$ cat config.mk
export PLATFORM = sky130hd
export DESIGN_NAME = scan_fsm
export DESIGN_NICKNAME = d
export VERILOG_FILES = /design/src/rtl/scan_fsm_pkg.sv /design/src/rtl/scan_fsm_delay_counter.sv /design/src/rtl/scan_fsm.sv
export SDC_FILE = /design/constraint.sdc
export NUM_CORES = 1
export LEC_CHECK = 0
export CAP_MARGIN = 20
export CELL_PAD_IN_SITES_DETAIL_PLACEMENT = 1
export CELL_PAD_IN_SITES_GLOBAL_PLACEMENT = 2
export CORE_MARGIN = 2
export CORE_UTILIZATION = 32
export CTS_CLUSTER_SIZE = 16
export DETAILED_ROUTE_END_ITERATION = 12
export GPL_ROUTABILITY_DRIVEN = 0
export PLACE_DENSITY = 0.75
export SETUP_SLACK_MARGIN = 0.2
export SYNTH_ARGS = -nofsm -noshare
export SYNTH_HDL_FRONTEND = slang
export SYNTH_SLANG_ARGS = --single-unit
$ cat constraint.sdc
create_clock -name clk -period 2.9 [get_ports clk]
set_input_delay 0.435 -clock clk [delete_from_list [all_inputs] [get_ports clk]]
set_output_delay 0.435 -clock clk [all_outputs]
set_load 0.01 [all_outputs]
$ cat src/rtl/scan_fsm_pkg.sv
// Shared encodings for the speckle scan path: counter-control codes,
// FSM state encoding and the registered output bundle of scan_fsm.
package speckle_defs;

    // RAM address counter control: [4]=clear, [3]=increment, [2:0]=0
    localparam logic [4:0] CTRL_CLEAR = 5'b10000;
    localparam logic [4:0] CTRL_INC   = 5'b01000;
    localparam logic [4:0] CTRL_HOLD  = 5'b00000;

    localparam int CNT_W    = 5;   // row/col counter width (N <= 31)
    localparam int SAMPLE_W = 12;  // ADC sample width
    localparam int SETTLE_W = 8;   // settle counter width (SETTLE_CYCLES <= 255)

    typedef enum logic [3:0] {
        ST_IDLE      = 4'd0,
        ST_ROW_SHIFT = 4'd1,
        ST_COL_SHIFT = 4'd2,
        ST_LATCH     = 4'd3,
        ST_SETTLE    = 4'd4,
        ST_CONVERT   = 4'd5,
        ST_WRITE     = 4'd6,
        ST_NEXT      = 4'd7,
        ST_DONE      = 4'd8
    } state_e;

    // Every output of scan_fsm comes straight from one of these registers.
    typedef struct packed {
        logic                adc_start;
        logic [4:0]          col_ctrl;
        logic [4:0]          row_ctrl;
        logic                ram_wren;
        logic [SAMPLE_W-1:0] ram_data;
        logic                row_reg_data;
        logic                row_reg_write;
        logic                col_reg_data;
        logic                col_reg_write;
        logic                key_wren;
        logic                scan_end;
    } scan_out_t;

    // Output values while idle (and while held in reset).
    function automatic scan_out_t idle_outputs();
        scan_out_t o;
        o          = '0;
        o.col_ctrl = CTRL_CLEAR;
        o.row_ctrl = CTRL_CLEAR;
        return o;
    endfunction

endpackage

$ cat src/rtl/scan_fsm_delay_counter.sv
// Loadable down-counter with zero flag; times the analog settle window.
module delay_counter #(
    parameter int W = 8
) (
    input  logic         clk,
    input  logic         rst,
    input  logic         en_i,
    input  logic         load_i,
    input  logic [W-1:0] load_val_i,
    input  logic         dec_i,
    output logic         zero_o
);

    logic [W-1:0] cnt_q;

    // Load takes priority; decrement saturates at zero.
    always_ff @(posedge clk or negedge rst) begin
        if (!rst) begin
            cnt_q <= '0;
        end else if (en_i) begin
            if (load_i) begin
                cnt_q <= load_val_i;
            end else if (dec_i && (cnt_q != '0)) begin
                cnt_q <= cnt_q - 1'b1;
            end
        end
    end

    assign zero_o = (cnt_q == '0);

endmodule

$ cat src/rtl/scan_fsm.sv
// Pixel-matrix scan sequencer: walks a one through the row/column shift
// registers, latches the key, waits for settling, runs one ADC conversion
// per pixel and writes the sample to RAM. Outputs are all registered.
module scan_fsm
    import speckle_defs::*;
#(
    parameter int N_ROWS        = 24,
    parameter int N_COLS        = 24,
    parameter int SETTLE_CYCLES = 8
) (
    input  logic                clk,
    input  logic                rst,
    input  logic                en,
    input  logic                i_scan_go,
    output logic                o_adc_start,
    input  logic                i_adc_done,
    input  logic [SAMPLE_W-1:0] i_adc_data,
    output logic [4:0]          o_scan_col_control,
    output logic [4:0]          o_scan_row_control,
    output logic                o_scan_ram_wren,
    output logic [SAMPLE_W-1:0] o_scan_ram_data,
    output logic                o_scan_row_reg_data,
    output logic                o_scan_row_reg_write,
    output logic                o_scan_col_reg_data,
    output logic                o_scan_col_reg_write,
    output logic                o_scan_key_wren,
    output logic                o_signal_scan_end
);

    localparam logic [CNT_W-1:0]    ROW_LAST   = CNT_W'(N_ROWS - 1);
    localparam logic [CNT_W-1:0]    COL_LAST   = CNT_W'(N_COLS - 1);
    localparam logic [SETTLE_W-1:0] SETTLE_LD  = SETTLE_W'(SETTLE_CYCLES - 1);

    state_e              state_q, state_d;
    logic [CNT_W-1:0]    row_q, row_d;
    logic [CNT_W-1:0]    col_q, col_d;
    logic [SAMPLE_W-1:0] sample_q, sample_d;
    logic                go_prev_q;
    scan_out_t           out_q, out_d;

    logic go_rise;
    logic settle_load;
    logic settle_dec;
    logic settle_zero;

    assign go_rise = i_scan_go & ~go_prev_q;

    // Settle window: loaded with SETTLE_CYCLES-1 on LATCH->SETTLE, so the
    // zero flag is seen on the last of exactly SETTLE_CYCLES SETTLE cycles.
    delay_counter #(
        .W(SETTLE_W)
    ) u_settle (
        .clk        (clk),
        .rst        (rst),
        .en_i       (en),
        .load_i     (settle_load),
        .load_val_i (SETTLE_LD),
        .dec_i      (settle_dec),
        .zero_o     (settle_zero)
    );

    // State, counters, captured sample and go history; frozen while en=0.
    always_ff @(posedge clk or negedge rst) begin
        if (!rst) begin
            state_q   <= ST_IDLE;
            row_q     <= '0;
            col_q     <= '0;
            sample_q  <= '0;
            go_prev_q <= 1'b0;
            out_q     <= idle_outputs();
        end else if (en) begin
            state_q   <= state_d;
            row_q     <= row_d;
            col_q     <= col_d;
            sample_q  <= sample_d;
            go_prev_q <= i_scan_go;
            out_q     <= out_d;
        end
    end

    // Next-state logic; losing the grant pre-empts every non-idle state.
    always_comb begin
        state_d     = state_q;
        row_d       = row_q;
        col_d       = col_q;
        sample_d    = sample_q;
        settle_load = 1'b0;
        settle_dec  = 1'b0;
        if ((state_q != ST_IDLE) && !i_scan_go) begin
            state_d = ST_IDLE;
        end else begin
            case (state_q)
                ST_IDLE: begin
                    if (go_rise) begin
                        state_d = ST_ROW_SHIFT;
                        row_d   = '0;
                        col_d   = '0;
                    end
                end
                ST_ROW_SHIFT: state_d = ST_COL_SHIFT;
                ST_COL_SHIFT: state_d = ST_LATCH;
                ST_LATCH: begin
                    state_d     = ST_SETTLE;
                    settle_load = 1'b1;
                end
                ST_SETTLE: begin
                    if (settle_zero) begin
                        state_d = ST_CONVERT;
                    end else begin
                        settle_dec = 1'b1;
                    end
                end
                ST_CONVERT: begin
                    // done is only honoured here; elsewhere it is ignored
                    if (i_adc_done) begin
                        sample_d = i_adc_data;
                        state_d  = ST_WRITE;
                    end
                end
                ST_WRITE: state_d = ST_NEXT;
                ST_NEXT: begin
                    if (col_q < COL_LAST) begin
                        col_d   = col_q + 1'b1;
                        state_d = ST_COL_SHIFT;
                    end else begin
                        col_d = '0;
                        if (row_q < ROW_LAST) begin
                            row_d   = row_q + 1'b1;
                            state_d = ST_ROW_SHIFT;
                        end else begin
                            state_d = ST_DONE;
                        end
                    end
                end
                ST_DONE: state_d = ST_IDLE;
                default: state_d = ST_IDLE;
            endcase
        end
    end

    // Output values for the state being entered, registered into out_q.
    always_comb begin
        out_d = '0;
        case (state_d)
            ST_IDLE: out_d = idle_outputs();
            ST_ROW_SHIFT: begin
                out_d.row_reg_write = 1'b1;
                out_d.row_reg_data  = (row_d == '0);
            end
            ST_COL_SHIFT: begin
                out_d.col_reg_write = 1'b1;
                out_d.col_reg_data  = (col_d == '0);
            end
            ST_LATCH: out_d.key_wren = 1'b1;
            ST_CONVERT: out_d.adc_start = (state_q != ST_CONVERT);
            ST_WRITE: begin
                out_d.ram_wren = 1'b1;
                out_d.ram_data = sample_d;
                out_d.col_ctrl = CTRL_INC;
            end
            ST_NEXT: begin
                // End of a row: rewind RAM column, step RAM row unless last.
                if (col_q == COL_LAST) begin
                    out_d.col_ctrl = CTRL_CLEAR;
                    out_d.row_ctrl = (row_q < ROW_LAST) ? CTRL_INC : CTRL_HOLD;
                end
            end
            ST_DONE: out_d.scan_end = 1'b1;
            default: out_d = idle_outputs();
        endcase
    end

    assign o_adc_start          = out_q.adc_start;
    assign o_scan_col_control   = out_q.col_ctrl;
    assign o_scan_row_control   = out_q.row_ctrl;
    assign o_scan_ram_wren      = out_q.ram_wren;
    assign o_scan_ram_data      = out_q.ram_data;
    assign o_scan_row_reg_data  = out_q.row_reg_data;
    assign o_scan_row_reg_write = out_q.row_reg_write;
    assign o_scan_col_reg_data  = out_q.col_reg_data;
    assign o_scan_col_reg_write = out_q.col_reg_write;
    assign o_scan_key_wren      = out_q.key_wren;
    assign o_signal_scan_end    = out_q.scan_end;

endmodule

* Yosys cells after proc, flatten, opt, wreduce, memory -nomap -nowiden
Index checks and enable logic that the tools add are counted.
** Operators by class
- Add/sub/neg operators :: 3
- Order comparisons :: 2
- Equality and inequality tests :: 16
- Muxes and demuxes :: 36
- Bitwise operators :: 2
- Reduce and logical (&&, ||, !) cells :: 13
** Operators with widths (number)
- two-way mux 12 bit :: 3
- two-way mux 5 bit :: 7
- case mux 4 bit (8 select lines) :: 1
- case mux 5 bit (2 select lines) :: 3
- equality test 4 x 3 -> 1 bit, second input constant :: 7
- two-way mux 4 bit :: 7
- equality test 4 x 2 -> 1 bit, second input constant :: 4
- two-way mux 8 bit :: 2
- case mux 5 bit (3 select lines) :: 1
- two-way mux 13 bit :: 1
- adder 5 x 1 -> 5 bit, second input constant :: 2
- logical NOT 5 bit :: 2
- less-than comparator 5 bit, second input constant :: 2
- two-way mux 10 bit :: 1
- equality test 4 x 1 -> 1 bit, second input constant :: 2
- logical NOT 8 bit :: 1
- two-way mux 1 bit :: 8
- nonzero test 8 bit :: 1
- subtractor 8 x 1 -> 8 bit, second input constant :: 1
- OR reduction 6 bit :: 1
- equality test 5 bit, second input constant :: 1
- OR reduction 5 bit :: 1
- equality test 4 bit, second input constant :: 1
- logical NOT 4 bit :: 1
- 9 further kinds :: 11
** Word-level totals
- Bits in registers :: 65
- Output and inout bits :: 30

* Logic depth before layout (Yosys ltp)
- Word-level depth :: 8
- Depth in mapped cells :: 8
- Depth with buffers taken out :: 8

* By module
Synthesis repeated with hierarchy kept, for this count alone.
** Unflattened totals
- Cells, all modules :: 313
- Area, all modules :: 2864.0 um^2
** By module, submodules not included
- scan_fsm :: times used 1, cells an instance 245, area each 2244.7 um^2
- delay_counter :: times used 1, cells an instance 68, area each 619.3 um^2

* Least setup slack after synthesis
Ideal clock, no wire load.
- Path type :: reg2reg
- From :: register u_settle.cnt_q[0]
- To :: register out_q, in the netlist o_scan_col_control[4]
- Library setup time :: 77 ps
- Arrival :: 1960 ps
- Path slack :: 863 ps
- Stages on the path, launching flop included :: 8
- Path buffers :: 0
- Cells stage by stage :: dfrtp_1 -> inv_1 -> ha_1 -> nor3b_1 -> and4_1 -> a2111oi_4 -> or4b_1 -> a31oi_1
** Between the ends
- Word-level cells in the longest chain between the ends :: 7
** RTL lines
- start: declaration :: RTL line scan_fsm_delay_counter.sv:14 : logic [W-1:0] cnt_q;
- start signal: assignment :: RTL line scan_fsm_delay_counter.sv:22 : cnt_q <= load_val_i;
- start signal: assignment :: RTL line scan_fsm_delay_counter.sv:24 : cnt_q <= cnt_q - 1'b1;
- logical NOT 8 bit * :: RTL line scan_fsm_delay_counter.sv:29 : assign zero_o = (cnt_q == '0);
- two-way mux 4 bit * :: RTL line scan_fsm.sv:107 : if (settle_zero) begin
- case mux 4 bit (8 select lines) * :: RTL line scan_fsm.sv:92 : case (state_q)
- two-way mux 4 bit * :: RTL line scan_fsm.sv:89 : if ((state_q != ST_IDLE) && !i_scan_go) begin
- equality test 4 x 3 -> 1 bit (tied with other cells) :: RTL line scan_fsm.sv:144 : case (state_d)
- OR reduction 5 bit (no source line)
- case mux 5 bit (3 select lines) * :: RTL line scan_fsm.sv:144
- end signal: assignment :: RTL line scan_fsm.sv:70 : out_q <= idle_outputs();
- end signal: assignment :: RTL line scan_fsm.sv:77 : out_q <= out_d;
- end: declaration :: RTL line scan_fsm.sv:39 : scan_out_t out_q, out_d;
Every way passes the cells marked *; elsewhere a longest branch is shown, timed or not.
A chain may end at the register's enable or synchronous reset.

* Worst setup path after layout
- From :: input i_scan_go
- To :: register u_settle.cnt_q[7]
** Between the ends
- Word-level cells in the longest chain between the ends :: 6
** RTL lines
- start: declaration :: RTL line scan_fsm.sv:14 : input logic i_scan_go,
- logical NOT 1 bit * :: RTL line scan_fsm.sv:89
- logical AND 1 bit * :: RTL line scan_fsm.sv:89
- two-way mux 1 bit :: RTL line scan_fsm.sv:89
- logical AND 1 bit :: RTL line scan_fsm_delay_counter.sv:23 : end else if (dec_i && (cnt_q != '0)) begin
- nonzero test 2 bit (no source line)
- AND reduction 2 bit (no source line)
Marks and branches as above.

==> flow_metrics.py <==
metrics = {
    "logic_synthesis": {
        "synthSimpleGateAreaFrac": 0.2440,
        "synth_cells": 299,
        "synth_flop_cell": "dfrtp_1",
        "synth_xor_area_frac": 0.02264,
        "async_flop_share": 1.000,
        "synthAdderAreaFrac": 0.02218,
        "synth_compound_area_frac": 0.1784,
        "synth_edf_count": 0,
        "synth_top_family_by_area": "simple AND/OR/NAND/NOR gates",
        "yosysSeqAreaShare": 0.4353,
        "synth.ff_latch_count": 47,
        "synth_mux_area_frac": 0.02033,
        "synth_top_area_frac": 0.4159,
        "synth.largest_area_cell": "dfrtp_1",
        "synth.distinct_cells": 62,
        "syn_area_per_cell_sq_um": 9.056,
        "ys_warn_count": 0,
        "synth.area.top_cells": "dfrtp_1 (42%), o21ai_0 (5.2%), nand2_1 (4.2%)",
        "netlist_area_sq_mm": 0.002708,
    },
    "placed_design": {
        "place_area_sq_mm": 0.003198,
        "io_buffers": 40,
        "dp.final_hpwl_microns": 5627,
        "placed_cells": 438,
        "place_ws_ns": 0.1015,
    },
    "cts": {
        "ctsLongestPathBuffers": 2,
        "path_clk_slew_ns": 0.09,
        "postCtsSetupRepairBufs": 0,
        "post_cts_resized": 0,
        "clock_latency_ns": 0.31,
        "cts_buffers": 5,
        "cts.sinks": 47,
        "cts_tree": "built",
        "holdBufCountCts": 0,
        "htreeDepth": 2,
        "root_buffer": "clkbuf_8",
    },
    "layout": {
        "final_cell_mix": "dfrtp_1 (45), clkdlybuf4s50_1 (39), nand2_1 (30), o21ai_0 (28), nor2_1 (27)",
        "drive_gt1_frac": 0.09091,
        "fin_area_sq_mm": 0.003319,
        "final_net_count": 361,
        "syn_to_final_growth_pct": 22.60,
        "utilization": 0.4040,
        "final_cells": 446,
        "antenna_cells": 0,
        "final_common_cell": "dfrtp_1",
    },
    "die": {
        "start_util": 0.3295,
        "core_area_sq_mm": 0.008217,
        "placementRows": 33,
        "die_area_sq_mm": 0.009213,
        "io_pins": 47,
        "die_x_microns": 95.99,
        "dieHeight_microns": 95.99,
    },
    "global_routing": {
        "grt_use_total": 0.1797,
        "antenna_found_initial": 0,
        "grt_pass1_wl_microns": 12640,
        "first_global_vias": 2382,
        "grt.overflow.total": 0,
        "grt_max_degree": 44,
    },
    "detailed_routing": {
        "wl_per_cell_microns": 17.07,
        "drtAntennaViolNets": 0,
        "finalWirelength_microns": 7614,
        "dr.pass1.iters": 4,
        "drc_errors": 0,
        "dr.first_iter.drc_count": 67,
        "vias": 2288,
        "viasPerCell": 5.130,
    },
    "setup_path": {
        "cp-start-kind": "primary input",
        "path_class": "primary input to register",
        "cp_max_fo": 7,
        "ff2ff_setup_slack_ns": 0.57,
        "worst_ep_arrival_time_ns": 2.69,
        "cp.required_ns": 3.14,
        "cp-end-kind": "register",
    },
    "sta": {
        "hold_ws_ns": 0.02745,
        "fmax_mhz": 407.5,
        "finalHoldViolations": 0,
        "timing.final.ws_setup_ns": 0.4462,
        "setup_viol": 0,
        "worstMarginPinSlew_ns": 0.4947,
        "max_slew_margin": 0.6690,
        "setup_tns_ns": 0,
        "rsz0062_at_grt": "no",
        "final_max_slew_viol_count": 0,
        "layout_min_cycle_time_ns": 2.454,
        "skew_ns": 0.007836,
        "fin_crit_sh": 0.8461,
    },
    "pwr": {
        "irDropWorstVdd_mv": 0.2224,
        "powerDensity_mw_per_mm2": 658.6,
        "p_total_mw": 2.186,
        "leakagePower_nw": 1.347,
    },
    "hold_path": {
        "hp-class": "primary input to async pin",
    },
    "job": {
        "maxCapViolations": 0,
    },
    "run_status": {
        "status": "finished, final reports clean",
    },
}
==> area by class of cell <==
type / instances / area, sq um
clock buffer: 6 / 82.58
clock inverter: 2 / 38.79
fill: 944 / 4897
inverter: 24 / 90.09
multi-input combinational: 214 / 1343
sequential: 47 / 1179
tap: 105 / 131.4
timing repair buffer: 48 / 455.4
==> metal layers <==
layer  vias up  GRT usage  part of all wire
met4         0    0.05357            0.0093
li1       1108          -                 -
met3         8    0.02506             0.030
met1      1137     0.2526              0.48
met2        35     0.2870              0.48
met5         -          0                 0
==> cells by family after synthesis <==
group / after synthesis
and+or+nand+nor: 122
AOI/OAI and AO/OA: 69
DFF: 47
buffers and inverters: 43
xor gates and xnor gates: 7
adders and majority gates: 5
muxes: 5
other: 1
==> power breakdown <==
| group | switching [mW] | internal, mW | total (mW) |
|---|---|---|---|
| logic | 0.426 | 0.340 | 0.766 |
| registers | 0.125 | 0.772 | 0.897 |
| clock network | 0.240 | 0.284 | 0.524 |
==> state kept, by name, summed over array words and instances, names as in the netlist <==
| name | flops |
|---|---|
| col_q | 5 |
| go_prev_q | 1 |
| o_adc_start | 1 |
| o_scan_col_control | 2 |
| o_scan_col_reg_data | 1 |
| o_scan_col_reg_write | 1 |
| o_scan_key_wren | 1 |
| o_scan_ram_data | 12 |
| o_scan_ram_wren | 1 |
| o_scan_row_control | 2 |
| o_scan_row_reg_data | 1 |
| o_scan_row_reg_write | 1 |
| o_signal_scan_end | 1 |
| row_q | 5 |
| state_q | 4 |
| u_settle.cnt_q | 8 |
==> worst max-delay path, stage by stage <==
cell and delay [ns]:
clkdlybuf4s50_1 0.68, nand2_1 0.29, a2111oi_4 0.51, nor2_2 0.13
or3b_1 0.41, xor2_1 0.15, nor2_1 0.09
==> cells in the mapped netlist, types with 3 or more instances <==
| library cell | n |
|---|---|
| dfrtp_1 | 45 |
| a21o_1 | 3 |
| nor3b_1 | 3 |
| o31ai_1 | 4 |
| inv_1 | 23 |
| or3_1 | 3 |
| a21oi_1 | 12 |
| xor2_1 | 4 |
| a31oi_1 | 3 |
| clkbuf_1 | 5 |
| xnor2_1 | 3 |
| nor2_1 | 27 |
| o21ai_0 | 28 |
| ha_1 | 4 |
| nor3_1 | 11 |
| buf_2 | 5 |
| nand2b_1 | 7 |
| buf_4 | 6 |
| nand3_1 | 16 |
| nand2_1 | 30 |
| mux2_2 | 4 |
==> worst paths after layout <==
kind / from / endpoint / cells after the start
setup reg to reg: state_q[2]$_DFFE_PN0P_ / o_scan_row_reg_data$_DFFE_PN0P_ / 5
setup / recovery: i_scan_go / u_settle.cnt_q[7]$_DFFE_PN0P_ / 7
max in group asynchronous: rst / o_scan_row_control[4]$_DFFE_PN1P_ / 2
hold reg to reg: o_scan_row_control[4]$_DFFE_PN1P_ / o_scan_row_control[4]$_DFFE_PN1P_ / 2
hold / removal: rst / u_settle.cnt_q[2]$_DFFE_PN0P_ / 1
min in group clk: o_scan_row_control[4]$_DFFE_PN1P_ / o_scan_row_control[4]$_DFFE_PN1P_ / 2
No activity file was read; power rests on OpenSTA's default activity.
